File: config.mk
export PLATFORM = sky130hd
export DESIGN_NAME = ov7670_pixel_packer
export DESIGN_NICKNAME = d
export VERILOG_FILES = /design/src/rtl/ov7670_pixel_packer.sv
export SDC_FILE = /design/constraint.sdc
export NUM_CORES = 1
export LEC_CHECK = 0
export CORE_ASPECT_RATIO = 0.7
export CORE_UTILIZATION = 55
export DETAILED_ROUTE_END_ITERATION = 12
export PLACE_DENSITY = 0.88
export SETUP_SLACK_MARGIN = 0.5
export SYNTH_ARGS = -nofsm -noshare
export SYNTH_HDL_FRONTEND = slang
export SYNTH_SLANG_ARGS = --single-unit
export TNS_END_PERCENT = 20
File: constraint.sdc
create_clock -name clk -period 3.6 [get_ports clk]
set_clock_uncertainty 0.1 [all_clocks]
set_input_delay 0.54 -clock clk [delete_from_list [all_inputs] [get_ports clk]]
set_output_delay 0.54 -clock clk [all_outputs]
set_load 0.02 [all_outputs]
File: src/rtl/ov7670_pixel_packer.sv
// OV7670 byte-stream capture: pairs camera bytes into RGB565 words tagged with a
// start-of-frame bit, validates frame geometry and drops whole frames on FIFO overflow.
module ov7670_pixel_packer #(
  parameter int FRAME_WIDTH  = 640,
  parameter int FRAME_HEIGHT = 480
) (
  input  logic        clk,
  input  logic        reset_n,
  input  logic        init_done,
  input  logic        cam_vsync,
  input  logic        cam_href,
  input  logic [7:0]  p_data,
  input  logic        queue_full,
  output logic [16:0] queue_data,
  output logic        queue_wr_en,
  output logic        frame_done,
  output logic        overflow,
  output logic        line_error,
  output logic        frame_error,
  output logic [7:0]  frame_count
);

  typedef enum logic [1:0] {WAIT_INIT, WAIT_FRAME, CAPTURE, DROP} state_t;

  localparam logic [10:0] COL_W   = 11'(FRAME_WIDTH);
  localparam logic [10:0] COL_MAX = '1;
  localparam logic [9:0]  ROW_H   = 10'(FRAME_HEIGHT);
  localparam logic [9:0]  ROW_MAX = 10'(FRAME_HEIGHT + 1);

  state_t      state, state_nxt;
  logic        s_vsync, s_href, d_vsync, d_href;
  logic [7:0]  s_data;
  logic [7:0]  hi_byte, hi_byte_nxt;
  logic        have_hi, have_hi_nxt;
  logic        sof_armed, sof_nxt;
  logic [10:0] col, col_nxt;
  logic [9:0]  row, row_nxt, row_upd;
  logic [16:0] qd_nxt;
  logic        wr_nxt, fd_nxt, ovf_nxt, le_nxt, fe_nxt;
  logic [7:0]  fc_nxt;
  logic        vsync_fall, vsync_rise, href_fall;

  assign vsync_fall = d_vsync & ~s_vsync;
  assign vsync_rise = ~d_vsync & s_vsync;
  assign href_fall  = d_href & ~s_href;

  always_ff @(posedge clk) begin
    if (!reset_n) begin
      s_vsync <= 1'b0;
      s_href  <= 1'b0;
      s_data  <= '0;
      d_vsync <= 1'b0;
      d_href  <= 1'b0;
    end else begin
      s_vsync <= cam_vsync;
      s_href  <= cam_href;
      s_data  <= p_data;
      d_vsync <= s_vsync;
      d_href  <= s_href;
    end
  end

  always_ff @(posedge clk) begin
    if (!reset_n) begin
      state       <= WAIT_INIT;
      hi_byte     <= '0;
      have_hi     <= 1'b0;
      sof_armed   <= 1'b0;
      col         <= '0;
      row         <= '0;
      queue_data  <= '0;
      queue_wr_en <= 1'b0;
      frame_done  <= 1'b0;
      overflow    <= 1'b0;
      line_error  <= 1'b0;
      frame_error <= 1'b0;
      frame_count <= '0;
    end else begin
      state       <= state_nxt;
      hi_byte     <= hi_byte_nxt;
      have_hi     <= have_hi_nxt;
      sof_armed   <= sof_nxt;
      col         <= col_nxt;
      row         <= row_nxt;
      queue_data  <= qd_nxt;
      queue_wr_en <= wr_nxt;
      frame_done  <= fd_nxt;
      overflow    <= ovf_nxt;
      line_error  <= le_nxt;
      frame_error <= fe_nxt;
      frame_count <= fc_nxt;
    end
  end

  always_comb begin
    state_nxt   = state;
    hi_byte_nxt = hi_byte;
    have_hi_nxt = have_hi;
    sof_nxt     = sof_armed;
    col_nxt     = col;
    row_nxt     = row;
    row_upd     = row;
    qd_nxt      = queue_data;
    wr_nxt      = 1'b0;
    fd_nxt      = 1'b0;
    ovf_nxt     = overflow;
    le_nxt      = line_error;
    fe_nxt      = frame_error;
    fc_nxt      = frame_count;

    if (!init_done) begin
      state_nxt   = WAIT_INIT;
      have_hi_nxt = 1'b0;
    end else begin
      case (state)
        WAIT_INIT: state_nxt = WAIT_FRAME;
        WAIT_FRAME: begin
          if (vsync_fall) begin
            state_nxt   = CAPTURE;
            col_nxt     = '0;
            row_nxt     = '0;
            have_hi_nxt = 1'b0;
            sof_nxt     = 1'b1;
          end
        end
        CAPTURE: begin
          if (s_href) begin
            if (!have_hi) begin
              hi_byte_nxt = s_data;
              have_hi_nxt = 1'b1;
            end else begin
              have_hi_nxt = 1'b0;
              if (col != COL_MAX) col_nxt = col + 11'd1;
              if (col < COL_W && row < ROW_H) begin
                if (queue_full) begin
                  ovf_nxt   = 1'b1;
                  state_nxt = DROP;
                end else begin
                  wr_nxt  = 1'b1;
                  qd_nxt  = {sof_armed, hi_byte, s_data};
                  sof_nxt = 1'b0;
                end
              end
            end
          end else if (href_fall) begin
            have_hi_nxt = 1'b0;
            if (col != COL_W) le_nxt = 1'b1;
            if (row != ROW_MAX) row_upd = row + 10'd1;
            row_nxt = row_upd;
            col_nxt = '0;
          end
          // Frame check sees the row count already bumped by a coincident line end.
          if (vsync_rise && state_nxt == CAPTURE) begin
            if (row_upd != ROW_H) begin
              fe_nxt = 1'b1;
            end else begin
              fc_nxt = frame_count + 8'd1;
              fd_nxt = 1'b1;
            end
            state_nxt = WAIT_FRAME;
          end
        end
        DROP: if (vsync_rise) state_nxt = WAIT_FRAME;
        default: state_nxt = WAIT_INIT;
      endcase
    end
  end

endmodule

==> flow_summary.ini <==
[status]
outcome = finished clean

[setup_path]
critPathMaxFanout = 16
cp-start-kind = flop
end_kind = flop
path_class = reg -> reg
cp_data_required_time_ns = 3.77
arrival_ns = 3.09
rrSetupSlack_ns = 0.68

[clock_network]
clock_latency_ns = 0.36
path_clk_slew_ns = 0.09
cts_sinks = 75
cts.path.max_buffers = 2
clockRootBuffer = clkbuf_8
postCtsSetupRepairBufs = 0
tritoncts = built
ctsResizeCount = 0
ctsHoldBuffers = 0
cts_buffers = 9
htree_levels = 3

[route]
dr.pass1.iters = 5
route.vias.total = 3153
wl_mm = 8.16
viasPerCell = 5.94
drc = 0
ant_nets = 0
drt_iter0_markers = 271
drt-wirelength-per-cell_um = 15.4

[sta]
worst_pin_slew_ns = 0.705
slew_violations = 0
hold_viol = 0
fin_setup_tns_ns = 0
finalCritPeriodShare = 0.810
rsz0062_at_grt = false
setup-violations-final = 0
timing.fmax_mhz = 343
fin_crit_ns = 2.92
relSlewSlack = 0.527

[grt]
grt.total_usage = 0.276
grt_overflow = 0
grt_pass1_wl_mm = 13.4
first_global_vias = 2782
grt_max_degree = 25
antenna_found_initial = 0

[yosys]
synth-seq-cells = 75
syn_area_per_cell_um2 = 8.30
yosys.area.top_type_share = 0.447
synthesis.area_um2 = 3360
synth_fa_ha_area_frac = 0.0298
synth_edf_count = 0
syn_inst = 405
synth_compound_area_frac = 0.175
synth_top_family_by_area = simple AND/OR/NAND/NOR gates
synth_xor_area_frac = 0.0208
synth_common_cells = dfxtp_1 (75), nand2_1 (71), a21oi_1 (45), nor2_1 (28), and2_1 (20)
muxShareOfSynthArea = 0.00298
synthSimpleGateAreaFrac = 0.295
syn_nets = 427
synthArstFlopShare = 0
synth_ff_type = dfxtp_1
synth_area_leaders = dfxtp_1 (45%), nand2_1 (7.9%), a21oi_1 (6.7%)
yosysSeqAreaShare = 0.447
synth.distinct_cells = 60
synth_most_common_cell = dfxtp_1
synth_top_area_cell = dfxtp_1
yosysWarnings = 0

[floorplanning]
die-width_um = 95.4
fp.dieH_um = 67.4
die-area_um2 = 6430
rows = 23
core-area_um2 = 5810
ios = 44
initial_core_util = 0.578

[power]
vdd_drop_max_v = 0.000289
power.density_nw_per_um2 = 372
cellLeakagePower_nw = 1.39

[finish]
stdcell_count = 531
layout.nets = 473
diodes = 0
area_growth_pct = 21.0
drive_above_1_share = 0.0724
nFillCells = 465

[job]
drv_cap = 0

[placement]
gp_congestion = 0.908
post-dp-hpwl_mm = 5.80
placed_cells = 515
portBuffers = 43

[worst_hold_path]
hold_path.class = reg -> reg
## per-stage QoR
step	power (mW)	instance area, um2	hold slack, ns	setup slack, ns	utilization
final	1.51	4070	0.357	0.684	0.700
after floorplan	0.896	3360	0.332	0.950	-
after CTS	1.52	4060	0.358	0.540	0.698
after global routing	1.57	4070	0.369	0.566	0.700
after detailed placement	0.926	3880	0.343	0.256	0.667
after global placement	0.923	3880	0.340	0.383	0.667
## power by group
| part | internal, mW | switching, mW |
|---|---|---|
| Clock | 0.261 | 0.345 |
| Sequential | 0.838 | 0.00718 |
| Combinational | 0.0288 | 0.0342 |
## cell families after synthesis
family | after synthesis
muxes | 1
xor gates and xnor gates | 8
AOI/OAI and AO/OA | 96
buffers and inverters | 26
adders and majority gates | 8
DFF | 75
and+or+nand+nor | 191
## critical path, stage by stage (launching register included)
cell and delay (ns):
dfxtp_1 0.47, ha_1 0.20, or4b_1 0.45, o31a_1 0.31
mux2i_1 0.16, or3_4 0.48, or4_1 0.49, a21oi_1 0.17
## metal layers
layer / routed length [um] / part of all wire / GRT usage / vias up
met5: 0 / 0 / 0 / -
met4: 112 / 0.014 / 0.0877 / 0
met3: 637 / 0.078 / 0.0901 / 11
met2: 3720 / 0.46 / 0.417 / 139
met1: 3690 / 0.45 / 0.374 / 1481
li1: - / - / - / 1522
## cells in the final DEF (no fill, tap or decap), types with 5 or more instances in the layout
cell type and count:
nand2_1 71, ha_1 7, o21ai_0 15, nor3_1 11, buf_4 7, xor2_1 6
nor2b_1 5, clkdlybuf4s50_1 43, o31ai_1 5, nand3_1 13, or3_1 5, a31oi_1 5
and2_1 20, dfxtp_1 75, a21oi_1 45, nor2_1 28, clkbuf_8 9, nand4_1 5
inv_1 10
## area by class of cell
cell class                 count  area (um2)  area share
sequential                    75        1500       0.369
inverter                      11        41.3      0.0102
timing repair buffer          50         483       0.119
tap                           75        93.8      0.0231
clock buffer                   9         124      0.0305
multi-input combinational    304        1770       0.434
clock inverter                 7        57.6      0.0141
## sequential cells by signal (all words and copies together) (netlist names), 2 cells and up
name,count
s_data,8
col,11
row,10
hi_byte,8
queue_data,17
frame_count,8
state,2
## worst paths after layout
path / startpoint / cells past startpoint / end
min: s_data[2] / 2 / queue_data[2]
min reg2reg: s_data[2] / 2 / queue_data[2]
max reg2reg: row[0] / 7 / frame_count[4]
max: row[0] / 7 / frame_count[4]
Power figures use the tool's default switching activity.
